[src/rtl/mips_pkg.sv]
// Shared constants and types for the MIPS multicycle control path and ALU control decoder.
package mips_pkg;

  localparam int unsigned OP_W    = 6;
  localparam int unsigned ALUOP_W = 2;
  localparam int unsigned STATE_W = 4;
  localparam int unsigned SEL_W   = 2;

  localparam logic [OP_W-1:0] OP_RTYPE = 6'b000000;
  localparam logic [OP_W-1:0] OP_LW    = 6'b100011;
  localparam logic [OP_W-1:0] OP_SW    = 6'b101011;
  localparam logic [OP_W-1:0] OP_BEQ   = 6'b000100;
  localparam logic [OP_W-1:0] OP_ADDI  = 6'b001000;
  localparam logic [OP_W-1:0] OP_J     = 6'b000010;

  localparam logic [ALUOP_W-1:0] ALUOP_ADD   = 2'b00;
  localparam logic [ALUOP_W-1:0] ALUOP_SUB   = 2'b01;
  localparam logic [ALUOP_W-1:0] ALUOP_FUNCT = 2'b10;
  localparam logic [ALUOP_W-1:0] ALUOP_ADDI  = 2'b11;

  localparam logic [SEL_W-1:0] SRCB_REG    = 2'b00;
  localparam logic [SEL_W-1:0] SRCB_FOUR   = 2'b01;
  localparam logic [SEL_W-1:0] SRCB_IMM    = 2'b10;
  localparam logic [SEL_W-1:0] SRCB_IMM_SH = 2'b11;

  localparam logic [SEL_W-1:0] PCSRC_ALU    = 2'b00;
  localparam logic [SEL_W-1:0] PCSRC_ALUOUT = 2'b01;
  localparam logic [SEL_W-1:0] PCSRC_JUMP   = 2'b10;

  typedef enum logic [STATE_W-1:0] {
    S_IDLE          = 4'd0,
    S_FETCH         = 4'd1,
    S_DECODE        = 4'd2,
    S_MEM_ADDR      = 4'd3,
    S_MEM_READ      = 4'd4,
    S_MEM_WB        = 4'd5,
    S_MEM_WRITE     = 4'd6,
    S_EXECUTE       = 4'd7,
    S_R_COMPLETE    = 4'd8,
    S_BRANCH        = 4'd9,
    S_ADDI_EXEC     = 4'd10,
    S_ADDI_COMPLETE = 4'd11,
    S_JUMP          = 4'd12
  } state_t;

  typedef struct packed {
    logic [ALUOP_W-1:0] alu_op;
    logic               alu_src_a;
    logic [SEL_W-1:0]   alu_src_b;
    logic [SEL_W-1:0]   pc_source;
    logic               pc_write;
    logic               pc_write_cond;
    logic               i_or_d;
    logic               mem_read;
    logic               mem_write;
    logic               mem_to_reg;
    logic               ir_write;
    logic               reg_write;
    logic               reg_dst;
    logic               illegal_op;
  } ctrl_t;

  function automatic logic op_is_legal(input logic [OP_W-1:0] op);
    return op inside {OP_RTYPE, OP_LW, OP_SW, OP_BEQ, OP_ADDI, OP_J};
  endfunction

endpackage

[src/rtl/mips_multicycle_control_if.sv]
// Control bus between the multicycle FSM (master) and the datapath (slave).
interface mips_multicycle_control_if;
  import mips_pkg::*;

  logic [OP_W-1:0]    Op;
  logic               Mem_Ready;
  logic [ALUOP_W-1:0] ALU_Op;
  logic               ALUSrcA;
  logic [SEL_W-1:0]   ALUSrcB;
  logic [SEL_W-1:0]   PCSource;
  logic               PCWrite;
  logic               PCWriteCond;
  logic               IorD;
  logic               MemRead;
  logic               MemWrite;
  logic               MemtoReg;
  logic               IRWrite;
  logic               RegWrite;
  logic               RegDst;
  logic               Illegal_Op;
  logic [STATE_W-1:0] State;

  modport master (
    input  Op, Mem_Ready,
    output ALU_Op, ALUSrcA, ALUSrcB, PCSource, PCWrite, PCWriteCond, IorD,
           MemRead, MemWrite, MemtoReg, IRWrite, RegWrite, RegDst, Illegal_Op, State
  );

  modport slave (
    output Op, Mem_Ready,
    input  ALU_Op, ALUSrcA, ALUSrcB, PCSource, PCWrite, PCWriteCond, IorD,
           MemRead, MemWrite, MemtoReg, IRWrite, RegWrite, RegDst, Illegal_Op, State
  );

endinterface

[src/rtl/mips_ctrl_decode.sv]
// Combinational map from (state, opcode, memory ready) to every datapath control.
module mips_ctrl_decode
  import mips_pkg::*;
(
  input  state_t          state,
  input  logic [OP_W-1:0] op,
  input  logic            mem_ready,
  output ctrl_t           ctrl
);

  always_comb begin
    ctrl = '0;
    case (state)
      S_FETCH: begin
        ctrl.mem_read  = 1'b1;
        ctrl.alu_src_b = SRCB_FOUR;
        // IR and PC only advance on the cycle the fetch completes
        ctrl.ir_write  = mem_ready;
        ctrl.pc_write  = mem_ready;
      end
      S_DECODE: begin
        ctrl.alu_src_b  = SRCB_IMM_SH;
        ctrl.illegal_op = ~op_is_legal(op);
      end
      S_MEM_ADDR: begin
        ctrl.alu_src_a = 1'b1;
        ctrl.alu_src_b = SRCB_IMM;
      end
      S_MEM_READ: begin
        ctrl.mem_read = 1'b1;
        ctrl.i_or_d   = 1'b1;
      end
      S_MEM_WB: begin
        ctrl.reg_write  = 1'b1;
        ctrl.mem_to_reg = 1'b1;
      end
      S_MEM_WRITE: begin
        ctrl.mem_write = 1'b1;
        ctrl.i_or_d    = 1'b1;
      end
      S_EXECUTE: begin
        ctrl.alu_src_a = 1'b1;
        ctrl.alu_op    = ALUOP_FUNCT;
      end
      S_R_COMPLETE: begin
        ctrl.reg_write = 1'b1;
        ctrl.reg_dst   = 1'b1;
      end
      S_BRANCH: begin
        ctrl.alu_src_a     = 1'b1;
        ctrl.alu_op        = ALUOP_SUB;
        ctrl.pc_write_cond = 1'b1;
        ctrl.pc_source     = PCSRC_ALUOUT;
      end
      S_ADDI_EXEC: begin
        ctrl.alu_src_a = 1'b1;
        ctrl.alu_src_b = SRCB_IMM;
        ctrl.alu_op    = ALUOP_ADDI;
      end
      S_ADDI_COMPLETE: begin
        ctrl.reg_write = 1'b1;
      end
      S_JUMP: begin
        ctrl.pc_write  = 1'b1;
        ctrl.pc_source = PCSRC_JUMP;
      end
      default: ctrl = '0;
    endcase
  end

endmodule

[src/rtl/mips_multicycle_control.sv]
// Multicycle main control FSM: state register and next-state logic; outputs decoded from state.
module mips_multicycle_control
  import mips_pkg::*;
(
  input  logic                       clk,
  input  logic                       rst_n,
  mips_multicycle_control_if.master  bus
);

  state_t state_q;
  state_t state_d;
  ctrl_t  ctrl;

  always_ff @(posedge clk or negedge rst_n) begin
    if (!rst_n) state_q <= S_IDLE;
    else        state_q <= state_d;
  end

  always_comb begin
    state_d = state_q;
    case (state_q)
      S_IDLE:      state_d = S_FETCH;
      S_FETCH:     state_d = bus.Mem_Ready ? S_DECODE : S_FETCH;
      S_DECODE: begin
        case (bus.Op)
          OP_LW, OP_SW: state_d = S_MEM_ADDR;
          OP_RTYPE:     state_d = S_EXECUTE;
          OP_BEQ:       state_d = S_BRANCH;
          OP_ADDI:      state_d = S_ADDI_EXEC;
          OP_J:         state_d = S_JUMP;
          default:      state_d = S_FETCH;
        endcase
      end
      S_MEM_ADDR:      state_d = (bus.Op == OP_LW) ? S_MEM_READ : S_MEM_WRITE;
      S_MEM_READ:      state_d = bus.Mem_Ready ? S_MEM_WB : S_MEM_READ;
      S_MEM_WRITE:     state_d = bus.Mem_Ready ? S_FETCH : S_MEM_WRITE;
      S_EXECUTE:       state_d = S_R_COMPLETE;
      S_ADDI_EXEC:     state_d = S_ADDI_COMPLETE;
      S_MEM_WB,
      S_R_COMPLETE,
      S_ADDI_COMPLETE,
      S_BRANCH,
      S_JUMP:          state_d = S_FETCH;
      default:         state_d = S_IDLE;
    endcase
  end

  mips_ctrl_decode u_decode (
    .state     (state_q),
    .op        (bus.Op),
    .mem_ready (bus.Mem_Ready),
    .ctrl      (ctrl)
  );

  assign bus.ALU_Op      = ctrl.alu_op;
  assign bus.ALUSrcA     = ctrl.alu_src_a;
  assign bus.ALUSrcB     = ctrl.alu_src_b;
  assign bus.PCSource    = ctrl.pc_source;
  assign bus.PCWrite     = ctrl.pc_write;
  assign bus.PCWriteCond = ctrl.pc_write_cond;
  assign bus.IorD        = ctrl.i_or_d;
  assign bus.MemRead     = ctrl.mem_read;
  assign bus.MemWrite    = ctrl.mem_write;
  assign bus.MemtoReg    = ctrl.mem_to_reg;
  assign bus.IRWrite     = ctrl.ir_write;
  assign bus.RegWrite    = ctrl.reg_write;
  assign bus.RegDst      = ctrl.reg_dst;
  assign bus.Illegal_Op  = ctrl.illegal_op;
  assign bus.State       = state_q;

endmodule

[src/flat_wrapper.sv]
// flat-port wrapper written by rule: the top's interface ports become plain ports
module mips_multicycle_control_flat import mips_pkg::*;
  (clk, rst_n, bus_Op, bus_Mem_Ready, bus_ALU_Op, bus_ALUSrcA, bus_ALUSrcB, bus_PCSource, bus_PCWrite, bus_PCWriteCond, bus_IorD, bus_MemRead, bus_MemWrite, bus_MemtoReg, bus_IRWrite, bus_RegWrite, bus_RegDst, bus_Illegal_Op, bus_State);
  mips_multicycle_control_if bus_i ();
  input  logic clk;
  input  logic rst_n;
  input wire logic [$bits(bus_i.Op)-1:0] bus_Op;
  input wire logic [$bits(bus_i.Mem_Ready)-1:0] bus_Mem_Ready;
  output wire logic [$bits(bus_i.ALU_Op)-1:0] bus_ALU_Op;
  output wire logic [$bits(bus_i.ALUSrcA)-1:0] bus_ALUSrcA;
  output wire logic [$bits(bus_i.ALUSrcB)-1:0] bus_ALUSrcB;
  output wire logic [$bits(bus_i.PCSource)-1:0] bus_PCSource;
  output wire logic [$bits(bus_i.PCWrite)-1:0] bus_PCWrite;
  output wire logic [$bits(bus_i.PCWriteCond)-1:0] bus_PCWriteCond;
  output wire logic [$bits(bus_i.IorD)-1:0] bus_IorD;
  output wire logic [$bits(bus_i.MemRead)-1:0] bus_MemRead;
  output wire logic [$bits(bus_i.MemWrite)-1:0] bus_MemWrite;
  output wire logic [$bits(bus_i.MemtoReg)-1:0] bus_MemtoReg;
  output wire logic [$bits(bus_i.IRWrite)-1:0] bus_IRWrite;
  output wire logic [$bits(bus_i.RegWrite)-1:0] bus_RegWrite;
  output wire logic [$bits(bus_i.RegDst)-1:0] bus_RegDst;
  output wire logic [$bits(bus_i.Illegal_Op)-1:0] bus_Illegal_Op;
  output wire logic [$bits(bus_i.State)-1:0] bus_State;
  assign bus_i.Op = bus_Op;
  assign bus_i.Mem_Ready = bus_Mem_Ready;
  assign bus_ALU_Op = bus_i.ALU_Op;
  assign bus_ALUSrcA = bus_i.ALUSrcA;
  assign bus_ALUSrcB = bus_i.ALUSrcB;
  assign bus_PCSource = bus_i.PCSource;
  assign bus_PCWrite = bus_i.PCWrite;
  assign bus_PCWriteCond = bus_i.PCWriteCond;
  assign bus_IorD = bus_i.IorD;
  assign bus_MemRead = bus_i.MemRead;
  assign bus_MemWrite = bus_i.MemWrite;
  assign bus_MemtoReg = bus_i.MemtoReg;
  assign bus_IRWrite = bus_i.IRWrite;
  assign bus_RegWrite = bus_i.RegWrite;
  assign bus_RegDst = bus_i.RegDst;
  assign bus_Illegal_Op = bus_i.Illegal_Op;
  assign bus_State = bus_i.State;
  mips_multicycle_control u_core (.clk(clk), .rst_n(rst_n), .bus(bus_i));
endmodule
[config.mk]
export PLATFORM = sky130hd
export DESIGN_NAME = mips_multicycle_control_flat
export DESIGN_NICKNAME = d
export VERILOG_FILES = /design/src/rtl/mips_pkg.sv /design/src/rtl/mips_multicycle_control_if.sv /design/src/rtl/mips_ctrl_decode.sv /design/src/rtl/mips_multicycle_control.sv /design/src/flat_wrapper.sv
export SDC_FILE = /design/constraint.sdc
export NUM_CORES = 1
export LEC_CHECK = 0
export CAP_MARGIN = 20
export CORE_MARGIN = 2
export CORE_UTILIZATION = 35
export DETAILED_ROUTE_END_ITERATION = 7
export MAX_ROUTING_LAYER = met4
export PLACE_DENSITY = 0.73
export RECOVER_POWER = 25
export SETUP_SLACK_MARGIN = 0.02
export SYNTH_ARGS = -nofsm -noshare
export SYNTH_HDL_FRONTEND = slang
export SYNTH_SLANG_ARGS = --single-unit
[constraint.sdc]
create_clock -name clk -period 2.2 [get_ports clk]
set_clock_uncertainty 0.05 [all_clocks]
set_input_delay 0.22 -clock clk [delete_from_list [all_inputs] [get_ports clk]]
set_output_delay 0.22 -clock clk [all_outputs]
set_load 0.02 [all_outputs]
==> out/metrics.yaml, run 1 <==
finalNetCount: 121
cts.sink_count: 4
worstSetupPathType: "reg2out"
die_height_microns: 43.7
area_growth_syn_to_layout_pct: 65.5
clk_latency_ps: 230
first_iter_violations: 16
cap_violations: 0
synth_area_sq_um: 552
power.density_nw_per_um2: 1180
post-route-period-util_pct: 94.0
synth_compound_gate_area_share_pct: 21.5
dr_wl_met2_microns: 709
combPwrFrac_pct: 76.2
root_buffer: "clkbuf_4"
setup_ws_ps: 132
clkTransAtPathRegs_ps: 40
ios: 30
slowest_stage: "clkdlybuf4s50_1"
clock_path_buffers: 2
setup_viol: 0
synth_top_family_by_area: "simple AND/OR/NAND/NOR gates"
drive_gt1_share_pct: 16.4
hpwl_mm: 1.15
synth.area.top_cells: "dfrtp_1 18%, nand2b_1 5.7%, nor4bb_1 5.4%, buf_4 5.4%, nor2_1 5.4%"
antenna_found_initial: 0
postCtsHoldBufs: 0
syn_avg_cell_area_sq_um: 7.17
synth_fp_nets: 86
status: "complete, no violations"
yosysWarnings: 0
synthAdderAreaFrac_pct: 0
synth.top_cell.area_share_pct: 18.1
grt_first_pass_wirelength_mm: 2.56
drc_errors: 0
pwr-share-seq_pct: 15.6
start_util_pct: 37.1
vias: 671
worst_hold_path_type: "in2async"
p_int_mw: 0.558
drt_pass1_iterations: 4
row_count: 14
critPathMaxStageDelay_ps: 620
synth-seq-cells: 4
max_freq_mhz: 483
p_sw_share_pct: 48.3
netSwitchingPower_mw: 0.521
maxSlewHeadroom_pct: 76.0
grt_use_total_pct: 18.1
wirelength_mm: 1.48
rsz0062_at_grt: "no"
avgRoutedWirePerCell_microns: 11.8
avgViaCountPerCell: 5.33
required_ps: 1930
synth_area_leader_cell: "dfrtp_1"
grt_pass1_vias: 594
globalplace.congestion: 0.727
synth_edf_count: 0
pre_cts_ws_ps: -5.92
cp-start-kind: "flip-flop"
antennaDiodeCount: 0
met3_length_microns: 86
clkPwrFrac_pct: 8.2
gr-total-overflow: 0
ys.flop_type: "dfrtp_1"
path_cells: "buf_4 -> nand2_1 -> o22ai_1 -> clkdlybuf4s50_1"
finish.utilization_pct: 61.3
synth-simple-area-share_pct: 42.6
cts_tree: "built"
async_flop_share_pct: 100
dpl_cell_area_sq_um: 877
final_cell_area_sq_um: 913
postRouteAntennaNets: 0
synthCells: 77
m1WireLength_microns: 685
post-cts-setup-buffers: 0
synth_xor_area_share_pct: 6.35
dp_cells: 123
rr_worst_depth: 4
synthMuxAreaShare_pct: 1.81
hold_ws_ps: 203
layoutNonFillerInstCount: 126
ir_drop_mv: 0.516
final-hold-violation-count: 0
ys_types: 34
die-area_sq_um: 1910
cts_max_level: 1
slew_violations: 0
finalCriticalPeriod_ps: 2070
arrival_ps: 1800
grt_max_degree: 14
cts_made_buffers: 3
largest_reg_flops: 4
worstMarginPinSlew_ps: 355
nFillCells: 136
path_max_fanout: 13
critPathCaptureType: "output port"
cellLeakagePower_nw: 0.372
io_buffers: 29
top_layer: "met3"
yosysSeqAreaShare_pct: 18.1
core_area_sq_um: 1490
die_x_microns: 43.7
post_cts_resized: 3
[final cells by class]
class | instances | area, sq um | area share, %
multi-input cells | 64 | 412 | 45.1
repair buffers | 37 | 350 | 38.4
flip-flops and latches | 4 | 101 | 11.1
clock buffers | 3 | 22.5 | 2.47
well taps | 16 | 20.0 | 2.19
inverters | 2 | 7.51 | 0.822
[cells in the final DEF, fill, tap and decap left out, types with 3 or more instances in the layout]
cell type,count
o2111ai_1,3
nor4bb_1,3
nor2_1,8
clkbuf_4,3
nand2_1,5
buf_4,8
nand2b_1,3
nor3_1,5
a21oi_1,4
dfrtp_1,3
clkdlybuf4s50_1,25
o21ai_0,4
[cell families (layout without fill, tap and decap cells)]
kind of cell / count (synthesis) / after routing
XOR/XNOR: 4 / 4
AND/OR/NAND/NOR: 41 / 41
AO/OA/AOI/OAI: 18 / 18
buffers and inverters: 9 / 42
flip-flops: 4 / 4
multiplexers: 1 / 1
[Yosys cell counts (2+ instances only)]
cell and number:
o21ai_0 4, o22ai_1 2, xnor2_1 2, nor2_1 8, inv_1 2, or3_1 2, nor3_1 5, buf_2 3
nor4bb_1 3, dfrtp_1 4, nand3_1 2, o2111ai_1 3, a21oi_1 4, nand2_1 5, buf_4 4, nand2b_1 5
xor2_1 2
[power by group through the flow]
stage                     Combinational (mW)  Sequential, mW  Clock (mW)
after floorplan                        0.502           0.154           0
after global placement                 0.813           0.159           0
after detailed placement               0.822           0.159           0
after CTS                              0.818           0.159      0.0918
after global routing                   0.888           0.176      0.0981
final                                  0.823           0.168      0.0885
[final timing paths]
kind	endpoint	from	slack, ps
worst max register to register	u_core.bus.State[0]	u_core.bus.State[1]	710
min in group clk	u_core.bus.State[3]	u_core.bus.State[1]	640
max in group asynchronous	u_core.bus.State[0]	rst_n	1710
worst min register to register	u_core.bus.State[3]	u_core.bus.State[1]	640
worst min-delay path	u_core.bus.State[1]	rst_n	200
worst max-delay path	bus_ALUSrcA	u_core.bus.State[1]	130
[worst max-delay path, delay by kind of cell, from the launching register on]
family | cells | cell delay [ps]
buffers and inverters | 2 | 860
flip-flops | 1 | 490
AO/OA/AOI/OAI | 1 | 130
AND/OR/NAND/NOR | 1 | 90
[metrics by stage]
| step | TNS [ps] | power (mW) |
|---|---|---|
| floorplan | 0 | 0.656 |
| global placement | 0 | 0.973 |
| detailed placement | -5.92 | 0.981 |
| CTS | 0 | 1.07 |
| global route | 0 | 1.16 |
| finish | 0 | 1.08 |
[layer usage]
metal | vias to the layer above | track usage, %
met5 | - | -
met4 | 0 | 7.27
met3 | 0 | 2.50
met2 | 23 | 28.8
met1 | 297 | 23.0
li1 | 351 | -
Note: power is estimated with default switching activity, not from simulation.
==> run 2, diff against run 1 <==
ABC_CLOCK_PERIOD_IN_PS = 2200   (was unset)
==> results of run 2 <==
Same layout as run 1: the final DEF is identical, and so are final timing and power.
==> run 3, diff against run 2 <==
MAX_ROUTING_LAYER = unset   (was met4)
==> results of run 3 <==
Same layout as run 1: the final DEF is identical, and so are final timing and power.
Among the figures that moved: final weighted congestion in routability-driven placement 0.727 -> 0.718; via count of the first global-routing pass 594 -> 591; overall routing resource usage 18.1% -> 17.6%
